<file path="src/rtl/fp_rsh_pkg.sv">
// Shared types and helpers for the sticky right-shift pipeline.
//   rsh_res_t   : one output-stage result (shifted data, guard, sticky,
//                 saturation flag, sideband tag). Fields are sized for the
//                 widest legal configuration (WIDTH <= 64, TAG_W <= 16);
//                 narrower instances use the low bits only.
//   shamt_width : shift-amount width needed to express 0..2*WIDTH-1.
package fp_rsh_pkg;

  localparam int RES_DATA_MAX_W = 64;
  localparam int RES_TAG_MAX_W  = 16;

  typedef struct packed {
    logic [RES_DATA_MAX_W-1:0] data;
    logic                      guard;
    logic                      sticky;
    logic                      sat;
    logic [RES_TAG_MAX_W-1:0]  tag;
  } rsh_res_t;

  function automatic int shamt_width(input int width);
    return $clog2(width) + 1;
  endfunction

endpackage

</file>
<file path="src/rtl/fp_rsh_lost_bits_mask.sv">
// Lost-bits mask for the sticky bit.
//   rsh_num : requested right-shift count
//   mask    : bit k set when data bit k lies strictly below the guard
//             position, i.e. k + 2 <= rsh_num.
// The same compare covers the top bit: it joins the mask only once the
// shift exceeds WIDTH, because at rsh_num == WIDTH it is the guard bit.
module fp_rsh_lost_bits_mask #(
  parameter int WIDTH   = 32,
  parameter int SHAMT_W = fp_rsh_pkg::shamt_width(WIDTH)
) (
  input  logic [SHAMT_W-1:0] rsh_num,
  output logic [WIDTH-1:0]   mask
);

  for (genvar k = 0; k < WIDTH; k++) begin : g_mask
    assign mask[k] = (int'(rsh_num) >= k + 2);
  end

endmodule

</file>
<file path="src/rtl/fp_rsh_sticky_pipe.sv">
// Two-stage logical right shifter with guard/sticky extraction.
//   clk, rst                  : clock, async active-high reset
//   flush_i                   : synchronous clear of both stages (wins over accept)
//   in_valid_i / in_ready_o   : input handshake
//   data_i, rsh_num_i, tag_i  : operand, shift count, opaque sideband tag
//   out_valid_o / out_ready_i : output handshake
//   data_o                    : data_i >> rsh_num_i (zero when rsh_num_i >= WIDTH)
//   guard_o                   : last bit shifted out
//   sticky_o                  : OR of all bits below the guard position
//   sat_o                     : rsh_num_i >= WIDTH
//   tag_o                     : tag carried alongside the result
// S1 captures the operand, a shift count clamped to WIDTH, guard and sticky;
// S2 performs the barrel shift and holds the result until it is taken.
module fp_rsh_sticky_pipe
  import fp_rsh_pkg::*;
#(
  parameter int WIDTH   = 32,
  parameter int SHAMT_W = shamt_width(WIDTH),
  parameter int TAG_W   = 4
) (
  input  logic               clk,
  input  logic               rst,
  input  logic               flush_i,
  input  logic               in_valid_i,
  output logic               in_ready_o,
  input  logic [WIDTH-1:0]   data_i,
  input  logic [SHAMT_W-1:0] rsh_num_i,
  input  logic [TAG_W-1:0]   tag_i,
  output logic               out_valid_o,
  input  logic               out_ready_i,
  output logic [WIDTH-1:0]   data_o,
  output logic               guard_o,
  output logic               sticky_o,
  output logic               sat_o,
  output logic [TAG_W-1:0]   tag_o
);

  localparam logic [SHAMT_W-1:0] SHAMT_FULL = SHAMT_W'(WIDTH);

  logic               s1_valid_q, s1_valid_d;
  logic [WIDTH-1:0]   s1_data_q, s1_data_d;
  logic [SHAMT_W-1:0] s1_rsh_q, s1_rsh_d;
  logic [TAG_W-1:0]   s1_tag_q, s1_tag_d;
  logic               s1_guard_q, s1_guard_d;
  logic               s1_sticky_q, s1_sticky_d;

  logic               s2_valid_q, s2_valid_d;
  rsh_res_t           s2_res_q, s2_res_d;

  logic               s2_free;
  logic               accept;
  logic               s1_move;
  logic [WIDTH-1:0]   lost_mask;
  logic [WIDTH-1:0]   guard_vec;
  logic [SHAMT_W-1:0] rsh_m1;
  logic               guard_in_range;

  fp_rsh_lost_bits_mask #(
    .WIDTH   (WIDTH),
    .SHAMT_W (SHAMT_W)
  ) u_lost_bits_mask (
    .rsh_num (rsh_num_i),
    .mask    (lost_mask)
  );

  always_comb begin
    s2_free    = !s2_valid_q || out_ready_i;
    in_ready_o = !s1_valid_q || s2_free;
    accept     = in_valid_i && in_ready_o && !flush_i;
    s1_move    = s1_valid_q && s2_free && !flush_i;

    // Guard is bit rsh-1; shifting by rsh-1 and taking bit 0 avoids a
    // variable bit-select whose index would be wider than the vector.
    rsh_m1         = rsh_num_i - SHAMT_W'(1);
    guard_vec      = data_i >> rsh_m1;
    guard_in_range = (rsh_num_i != '0) && (rsh_num_i <= SHAMT_FULL);

    s1_data_d   = s1_data_q;
    s1_rsh_d    = s1_rsh_q;
    s1_tag_d    = s1_tag_q;
    s1_guard_d  = s1_guard_q;
    s1_sticky_d = s1_sticky_q;
    if (accept) begin
      s1_data_d   = data_i;
      s1_rsh_d    = (rsh_num_i >= SHAMT_FULL) ? SHAMT_FULL : rsh_num_i;
      s1_tag_d    = tag_i;
      s1_guard_d  = guard_in_range & guard_vec[0];
      s1_sticky_d = |(data_i & lost_mask);
    end

    s1_valid_d = flush_i ? 1'b0 : (accept || (s1_valid_q && !s1_move));
    s2_valid_d = flush_i ? 1'b0 : (s1_move || (s2_valid_q && !out_ready_i));

    s2_res_d = s2_res_q;
    if (s1_move) begin
      // A clamped count of WIDTH shifts everything out, giving zero.
      s2_res_d.data   = RES_DATA_MAX_W'(s1_data_q >> s1_rsh_q);
      s2_res_d.guard  = s1_guard_q;
      s2_res_d.sticky = s1_sticky_q;
      s2_res_d.sat    = (s1_rsh_q == SHAMT_FULL);
      s2_res_d.tag    = RES_TAG_MAX_W'(s1_tag_q);
    end
  end

  always_ff @(posedge clk or posedge rst) begin
    if (rst) begin
      s1_valid_q  <= 1'b0;
      s1_data_q   <= '0;
      s1_rsh_q    <= '0;
      s1_tag_q    <= '0;
      s1_guard_q  <= 1'b0;
      s1_sticky_q <= 1'b0;
      s2_valid_q  <= 1'b0;
      s2_res_q    <= '0;
    end else begin
      s1_valid_q  <= s1_valid_d;
      s1_data_q   <= s1_data_d;
      s1_rsh_q    <= s1_rsh_d;
      s1_tag_q    <= s1_tag_d;
      s1_guard_q  <= s1_guard_d;
      s1_sticky_q <= s1_sticky_d;
      s2_valid_q  <= s2_valid_d;
      s2_res_q    <= s2_res_d;
    end
  end

  assign out_valid_o = s2_valid_q;
  assign data_o      = s2_res_q.data[WIDTH-1:0];
  assign guard_o     = s2_res_q.guard;
  assign sticky_o    = s2_res_q.sticky;
  assign sat_o       = s2_res_q.sat;
  assign tag_o       = s2_res_q.tag[TAG_W-1:0];

endmodule

</file>
<file path="config.mk">
export PLATFORM = sky130hd
export DESIGN_NAME = fp_rsh_sticky_pipe
export DESIGN_NICKNAME = d
export VERILOG_FILES = /design/src/rtl/fp_rsh_pkg.sv /design/src/rtl/fp_rsh_lost_bits_mask.sv /design/src/rtl/fp_rsh_sticky_pipe.sv
export SDC_FILE = /design/constraint.sdc
export NUM_CORES = 1
export LEC_CHECK = 0
export BUFFER_PORTS_ARGS = -buffer_cell sky130_fd_sc_hd__buf_2
export CORE_MARGIN = 2
export CORE_UTILIZATION = 30
export CTS_CLUSTER_DIAMETER = 80
export DETAILED_ROUTE_END_ITERATION = 10
export PLACE_DENSITY = 0.59
export SLEW_MARGIN = 20
export SYNTH_ARGS = -nofsm -noshare
export SYNTH_HDL_FRONTEND = slang
export SYNTH_SLANG_ARGS = --single-unit
export TNS_END_PERCENT = 1
</file>
<file path="constraint.sdc">
create_clock -name clk -period 2.7 [get_ports clk]
set_input_delay 0.27 -clock clk [delete_from_list [all_inputs] [get_ports clk]]
set_output_delay 0.27 -clock clk [all_outputs]
set_load 0.005 [all_outputs]
</file>
==> results of run 1 <==
-- through the flow --
stage	utilization	setup WS [ps]	power, mW
final	0.361	311	4.35
after detailed placement	0.346	331	3.22
after floorplan	-	237	2.67
after global placement	0.346	351	3.19
after CTS	0.361	327	4.39
after global routing	0.361	102	4.62
-- worst max path at each step --
| stage | from | depth (start not counted) | to |
|---|---|---|---|
| floorplan | rst | 1 | data_o[0] |
| global placement | rsh_num_i[0] | 9 | s1_sticky_q |
| detailed placement | s1_rsh_q[1] | 7 | data_o[2] |
| CTS | s1_rsh_q[1] | 7 | data_o[2] |
| global route | s1_rsh_q[1] | 7 | data_o[2] |
| finish | s1_rsh_q[1] | 7 | data_o[2] |
-- layer usage --
metal  part of all wire  wire, um  track usage  vias to the layer above
li1                   -         -            -                     2147
met1               0.48      7820        0.246                     2269
met5                  0         0            0                        -
met4              0.017       281       0.0558                        0
met2               0.44      7200        0.247                      170
met3              0.061       986       0.0357                       21
-- cell usage after synthesis, types with 5 or more instances --
| master | n |
|---|---|
| nand2_1 | 51 |
| inv_1 | 7 |
| nor2_1 | 28 |
| o22ai_1 | 6 |
| mux2_2 | 55 |
| buf_1 | 7 |
| nand3_1 | 7 |
| dfrtp_1 | 85 |
| mux2i_1 | 62 |
| a22o_1 | 10 |
| buf_2 | 14 |
| mux4_2 | 19 |
| o31ai_1 | 6 |
| ha_1 | 6 |
| o21ai_0 | 27 |
| nor3_1 | 5 |
| clkbuf_1 | 20 |
| o211ai_1 | 8 |
| nor2b_1 | 8 |
| a21oi_1 | 19 |
| o21ai_1 | 9 |
-- logic make-up (layout without fill, tap and decap cells) --
| logic type | Yosys count | count (layout) | share of synthesized area |
|---|---|---|---|
| xor gates and xnor gates | 3 | 3 | 0.00469 |
| and+or+nand+nor | 122 | 122 | 0.102 |
| adders and majority gates | 7 | 7 | 0.0152 |
| AOI/OAI and AO/OA | 125 | 125 | 0.151 |
| buffers and inverters | 53 | 130 | 0.0456 |
| muxes | 138 | 138 | 0.302 |
| DFF | 85 | 85 | 0.380 |
-- critical path, delay by kind of cell, from the launching register on --
kind / cells / cell delay, ps
compound gates: 2 / 290
flops: 1 / 650
mux: 4 / 980
buf+inv: 1 / 350
-- where the power goes --
group / internal [mW] / switching [mW]
Sequential: 1.53 / 0.237
Clock: 0.648 / 0.504
Combinational: 0.696 / 0.740
Total: 2.87 / 1.48
-- registers in the layout (all words and copies together) (netlist names) --
| register | count |
|---|---|
| s1_guard_q | 1 |
| tag_o | 4 |
| data_o | 32 |
| guard_o | 1 |
| s1_valid_q | 1 |
| s1_sticky_q | 1 |
| out_valid_o | 1 |
| sat_o | 1 |
| s1_rsh_q | 6 |
| sticky_o | 1 |
| s1_data_q | 32 |
| s1_tag_q | 4 |
-- cell type report --
cell class,count,area [um2]
Inverter,8,31.3
Clock buffer,11,243
Fill cell,1832,11600
Tap cell,229,287
Sequential cell,85,2130
Multi-Input combinational cell,395,3220
Timing Repair Buffer,106,616
Clock inverter,5,36.3
==> flow_summary.yaml, run 1 <==
placement:
  port-buffer-count: 87
  placed_cell_area_mm2: 0.00628
  place.gp.congestion: 0.878
  dp.cells: 823
  hpwl_um: 12700
cts:
  cts_tree: "built"
  insertion_delay_ps: 350
  ctsLongestPathBuffers: 2
  holdBufCountCts: 0
  htreeDepth: 3
  ctsResizeCount: 0
  cts_made_buffers: 9
  path_clk_slew_ps: 60
  post_cts_buffers: 0
  ctsRootBufferMaster: "clkbuf_16"
  clock_sinks: 85
floorplanning:
  initial_core_util: 0.309
  ioPinCount: 88
  dieHeight_um: 141
  core_mm2: 0.0181
  std_cell_rows: 49
  die_x_um: 141
  die_area_mm2: 0.0198
grt:
  grt_usage: 0.168
  grt_pass1_vias: 4611
  overflow: 0
  grt_first_pass_wirelength_um: 26200
  grt_max_degree: 46
  antenna_found_initial: 0
sta:
  hold_viol: 0
  slew_headroom: 0.465
  tns_ps: 0
  holdWs_ps: 48.8
  period_share: 0.885
  tightest_slew_ps: 801
  finalSetupViolCount: 0
  clock.fmax_ghz: 0.419
  fin_crit_ps: 2390
  clock-skew-final_ps: 4.32
  rsz0062_at_grt: "false"
  slew_viol_final: 0
yosys:
  syn_area_per_cell_um2: 10.5
  yosysUniqueCellTypes: 59
  synth_top_area_cell: "dfrtp_1"
  netlist_instances: 533
  synth-async-reset-ratio: 1.00
  ys_ff_latch: 85
  synth_edf_count: 0
  synth_area_leaders: "dfrtp_1, mux2i_1, mux2_2"
  ys_warn_count: 0
  synth_area_mm2: 0.00560
  ys_dominant_reg_cell: "dfrtp_1"
  synth.net_count: 586
  synth-seq-area-share: 0.380
  synth.top_cell.area_share: 0.380
flow_run:
  cap_violations: 0
routing:
  vias_per_cell: 5.49
  drcViolationCount: 0
  avgRoutedWirePerCell_um: 19.4
  first_pass_iters: 5
  finalWirelength_um: 16300
  drtIter0Drc: 299
  ant_nets: 0
  vias: 4607
setup_path:
  cp-start-kind: "flop"
  crit_path_max_fanout: 20
  r2r_start: "s1_rsh_q[1]"
  critPathSlowestCell: "dfrtp_2"
  rrSetupSlack_ps: 310
  crit_chain: "buf_4, mux2i_1, mux2i_1, mux2_2, mux2i_1, o22ai_1, a21o_1"
  worstPathRequired_ps: 2940
  worst_r2r_endpoint: "data_o[2]"
  critPathMaxStageDelay_ps: 650
  rr_worst_depth: 7
  cpMostUsedCell: "mux2i_1"
  endpoint_kind: "flop"
  worstSetupPathType: "reg2reg"
  crit_arrival_ps: 2630
power_and_ir_drop:
  p_leak_nw: 2.79
  vdd_drop_max_mv: 0.253
  power_density_mw_per_mm2: 664
outcome:
  status: "finished clean"
final_layout:
  layout_commonest_cell: "buf_2"
  layout.nets: 658
  diodes: 0
  syn_to_final_growth_pct: 17.1
  final_cell_area_mm2: 0.00656
  drive_above_1_share: 0.328
  final_cell_mix: "buf_2, dfrtp_1, mux2i_1"
  fin_cells: 839
min_path:
  min_path_type: "in2async"
Power figures use the tool's default switching activity.
==> inputs of run 2 (changes only) <==
--- a/config.mk
+++ b/config.mk
@@ -10,7 +10,9 @@
 export CORE_UTILIZATION = 30
 export CTS_CLUSTER_DIAMETER = 80
 export DETAILED_ROUTE_END_ITERATION = 10
+export GPL_ROUTABILITY_DRIVEN = 0
 export PLACE_DENSITY = 0.59
+export RECOVER_POWER = 100
 export SLEW_MARGIN = 20
 export SYNTH_ARGS = -nofsm -noshare
 export SYNTH_HDL_FRONTEND = slang
==> run 2 against run 1 <==
The flow now finishes with violations (max-capacitance violations, max-slew violations). Final area is 0.23% lower. Combinational power about the same. Non-clock buffer count is the same. Flip-flop and latch count is the same. Maximum frequency hardly changed. Clock power increased by 25%. Clock skew grew 5.2 ps. Utilization shrank 0.083 points. Worst hold slack improved by 72 ps. Via count up 1.5%. Largest power group unchanged.
==> flow_summary.yaml, run 2 (synthesized netlist as in run 1, its figures left out) <==
sta:
  tightest_slew_ps: 2120
  holdWs_ps: 121
  fin_ws_ps: 312
  slew_headroom: -0.421
  slew_viol_final: 48
  tns_ps: 0
  period_share: 0.885
  rsz0062_at_grt: "false"
  fin_crit_ps: 2390
  clock.fmax_ghz: 0.419
  finalSetupViolCount: 0
  hold_viol: 0
  clock-skew-final_ps: 9.47
routing:
  vias: 4678
  first_pass_iters: 5
  drcViolationCount: 0
  finalWirelength_um: 16000
  vias_per_cell: 5.58
  avgRoutedWirePerCell_um: 19.0
  ant_nets: 0
  drtIter0Drc: 446
floorplanning:
  die_x_um: 141
  die_area_mm2: 0.0198
  ioPinCount: 88
  std_cell_rows: 49
  core_mm2: 0.0181
  dieHeight_um: 141
  initial_core_util: 0.309
setup_path:
  crit_arrival_ps: 2620
  critPathMaxStageDelay_ps: 580
  crit_chain: "clkbuf_2, mux4_2, mux2i_1, mux2_2, o21ai_0, a22o_1"
  endpoint_kind: "flop"
  cp_top_family: "multiplexers"
  critPathSlowestCell: "mux4_2"
  critical_path_buf_inv_count: 1
  worstPathRequired_ps: 2930
  worstSetupPathType: "reg2reg"
  cp-start-kind: "flop"
  crit_path_max_fanout: 18
min_path:
  min_path_type: "in2reg"
flow_run:
  cap_violations: 1
final_layout:
  final_cell_area_mm2: 0.00654
  final_cell_mix: "dfrtp_1, buf_2, mux2i_1"
  syn_to_final_growth_pct: 16.8
  diodes: 0
  ff_latch_area_mm2: 0.00213
  multi_input_comb_area_mm2: 0.00321
  fillers: 1861
  layout.nets: 658
  drive_above_1_share: 0.282
  layout_commonest_cell: "dfrtp_1"
power_and_ir_drop:
  vdd_drop_max_mv: 0.318
  seq_power_share: 0.382
  p_leak_nw: 2.72
  switching_share: 0.321
  power_density_mw_per_mm2: 704
  p_comb_frac: 0.306
  pwr-share-clk: 0.312
  switchingPower_mw: 1.48
  p_int_mw: 3.13
cts:
  ctsResizeCount: 0
  ctsLongestPathBuffers: 2
  ctsRootBufferMaster: "clkbuf_16"
  clock_sinks: 85
  cts_made_buffers: 9
  insertion_delay_ps: 350
  holdBufCountCts: 0
  path_clk_slew_ps: 60
  post_cts_buffers: 0
  htreeDepth: 3
  cts_tree: "built"
grt:
  grt_usage: 0.164
  antenna_found_initial: 0
  grt_max_degree: 48
  grt_first_pass_wirelength_um: 25600
  grt_pass1_vias: 4540
  overflow: 0
outcome:
  status: "finished with violations"
  violations: "max-capacitance violations, max-slew violations"
placement:
  hpwl_um: 12400
  placed_cell_area_mm2: 0.00625
  port-buffer-count: 87
  pre_cts_slack_ps: 307
==> run 2: cell types whose count changed in the layout (fill, tap and decap cells not counted), sizes merged <==
cell / change
buf: -29
bufinv: +3
clkbuf: +29
clkinv: -1
clkinvlp: -2
==> run 2: path summary, 6_finish.rpt <==
path,from,end,slack (ps),cells after the start
max,s1_rsh_q[1],data_o[14],310,6
min,flush_i,s1_valid_q,120,2
max reg2reg,s1_rsh_q[1],data_o[14],310,6
min reg2reg,data_o[19],data_o[19],480,2
max in group asynchronous,rst,s1_data_q[14],780,3
min in group asynchronous,rst,data_o[25],470,2
==> run 2: routing by layer <==
metal  GRT usage  share of wire  vias to the layer above  wire [um]
li1            -              -                     2151          -
met1       0.247           0.49                     2319       7830
met2       0.236           0.43                      187       6840
met3      0.0313          0.063                       21       1010
met4      0.0495          0.017                        0        270
met5           0              0                        -          0
==> run 2: final cells by class <==
cell class / count / area share
multi-input cells: 395 / 0.490
clock buffers: 11 / 0.0371
clock inverters: 5 / 0.0164
repair buffers: 106 / 0.0826
flip-flops and latches: 85 / 0.325
well taps: 229 / 0.0438
inverters: 8 / 0.00478
==> run 2: power by group through the flow <==
stage,Sequential [mW],Clock (mW),Combinational [mW]
6_report,1.76,1.44,1.41
5_1_grt,1.80,1.53,1.54
4_1_cts,1.76,1.47,1.44
3_5_place_dp,1.78,0,1.43
3_3_place_gp,1.76,0,1.41
2_1_floorplan,1.70,0,0.973
==> run 2: through the flow <==
| step | std cells | total power [mW] | utilization |
|---|---|---|---|
| final | 839 | 4.61 | 0.361 |
| after global routing | 839 | 4.87 | 0.361 |
| after CTS | 839 | 4.67 | 0.364 |
| after detailed placement | 823 | 3.22 | 0.345 |
| after global placement | 823 | 3.18 | 0.345 |
| after floorplan | 533 | 2.67 | - |
==> inputs of run 3 (changes only) <==
==> constraint.sdc (replaced) <==
create_clock -name clk -period 2.7 [get_ports clk]
set_input_delay 0.135 -clock clk [delete_from_list [all_inputs] [get_ports clk]]
set_output_delay 0.135 -clock clk [all_outputs]
set_load 0.005 [all_outputs]
==> run 3 against run 2 <==
The run now ends clean. Final area is 0.67% lower. Cell count is 0.24% higher. Critical endpoint is now data_o[0]. Clock power is 14% lower. Worst hold slack worse by 100 ps. Utilization is 0.24 points lower. Maximum frequency is 0.47% higher. Highest routed layer unchanged. Die area stayed put.
==> flow_summary.yaml, run 3 (synthesized netlist as in run 1, its figures left out) <==
setup_path:
  crit_arrival_ps: 2610
  endpoint_kind: "flop"
  cp-start-kind: "flop"
  worstSetupPathType: "reg2reg"
  crit_path_max_fanout: 13
  worstPathRequired_ps: 2930
placement:
  hpwl_um: 12400
  port-buffer-count: 87
final_layout:
  multi_input_comb_area_mm2: 0.00321
  layout.nets: 660
  final_util: 0.358
  fillers: 1853
  drive_above_1_share: 0.281
  final_cell_mix: "dfrtp_1, buf_2, mux2i_1"
  ff_latch_area_mm2: 0.00213
  diodes: 0
  syn_to_final_growth_pct: 16.1
  layout_commonest_cell: "dfrtp_1"
floorplanning:
  dieHeight_um: 141
  die_x_um: 141
  ioPinCount: 88
  std_cell_rows: 49
  core_mm2: 0.0181
  die_area_mm2: 0.0198
  initial_core_util: 0.309
power_and_ir_drop:
  p_comb_frac: 0.322
  switching_share: 0.339
  power_density_mw_per_mm2: 679
  p_leak_nw: 2.69
  pwr-share-clk: 0.280
  seq_power_share: 0.397
  switchingPower_mw: 1.50
  vdd_drop_max_mv: 0.268
  power_mw: 4.41
  p_int_mw: 2.91
sta:
  rsz0062_at_grt: "false"
  slew_viol_final: 0
  tns_ps: 0
  slew_headroom: 0.379
  tightest_slew_ps: 932
  clock.fmax_ghz: 0.421
  fin_crit_ps: 2380
  period_share: 0.880
  hold_viol: 0
  clock-skew-final_ps: 7.54
  finalSetupViolCount: 0
routing:
  vias_per_cell: 5.58
  drcViolationCount: 0
  ant_nets: 0
  finalWirelength_um: 16100
  first_pass_iters: 5
  vias: 4691
  drtIter0Drc: 420
  avgRoutedWirePerCell_um: 19.2
cts:
  ctsResizeCount: 0
  ctsLongestPathBuffers: 2
  post_cts_buffers: 0
  cts_made_buffers: 9
  clock_sinks: 85
  htreeDepth: 3
  cts_tree: "built"
  ctsRootBufferMaster: "clkbuf_16"
  path_clk_slew_ps: 70
  insertion_delay_ps: 350
grt:
  antenna_found_initial: 0
  grt_usage: 0.165
  overflow: 0
  grt_max_degree: 54
  grt_first_pass_wirelength_um: 25900
  grt_pass1_vias: 4625
flow_run:
  cap_violations: 0
outcome:
  status: "finished clean"
min_path:
  min_path_type: "in2reg"
## run 3: changes by cell type in the layout (fill, tap and decap cells not counted), sizes merged
cell,delta
inv,+2
clkinv,-1
buf,-1
bufinv,-2
dlygate4sd3,+2
clkinvlp,+2
## run 3: cell type report
cell class / instances / share of cell area
Clock inverter: 6 / 0.0108
Multi-Input combinational cell: 395 / 0.494
Timing Repair Buffer: 108 / 0.0833
Clock buffer: 10 / 0.0352
Tap cell: 229 / 0.0441
Sequential cell: 85 / 0.327
Inverter: 8 / 0.00481
## run 3: critical path, cell delays in order (launching register included)
cell,delay [ps]
dfrtp_1,700
clkbuf_1,400
mux2i_1,290
mux2i_1,170
mux2i_1,170
a21oi_1,120
nor2b_1,150
a221o_1,250
## run 3: worst paths after layout
path	slack (ps)	endpoint	from	depth (start not counted)
setup / recovery	320	data_o[0]	s1_rsh_q[2]	7
hold / removal	20	s1_tag_q[0]	tag_i[0]	2
setup reg to reg	320	data_o[0]	s1_rsh_q[2]	7
hold reg to reg	480	data_o[19]	data_o[19]	2
max in group asynchronous	880	data_o[2]	rst	4
min in group asynchronous	500	data_o[27]	rst	3
## run 3: metal layers
metal  part of all wire  vias to the layer above  GRT usage  wire length, um
li1                   -                     2161          -                -
met4              0.016                        0     0.0579              259
met1               0.48                     2307      0.247             7810
met5                  0                        -          0                0
met2               0.43                      202      0.241             6980
met3              0.066                       21     0.0275             1060
## run 3: power groups by stage
stage | Clock (mW) | Combinational [mW] | Sequential [mW]
floorplan | 0 | 0.973 | 1.70
global placement | 0 | 1.41 | 1.76
detailed placement | 0 | 1.45 | 1.78
CTS | 1.28 | 1.46 | 1.75
global route | 1.33 | 1.56 | 1.79
finish | 1.24 | 1.42 | 1.75
## run 3: stage by stage
| stage | hold slack (ps) | worst slack [ps] | std cells | instance area (um2) |
|---|---|---|---|---|
| 2_1_floorplan | 201 | 372 | 533 | 5600 |
| 3_3_place_gp | 326 | 288 | 823 | 6240 |
| 3_5_place_dp | 336 | 235 | 823 | 6240 |
| 4_1_cts | 1.82 | 332 | 841 | 6560 |
| 5_1_grt | 19.1 | 113 | 841 | 6500 |
| 6_report | 21.0 | 323 | 841 | 6500 |
## run 3: timing repair
item,CTS,global route
hold buffers,2,0
hold endpoints to repair,44,0
setup endpoints to repair,0,0
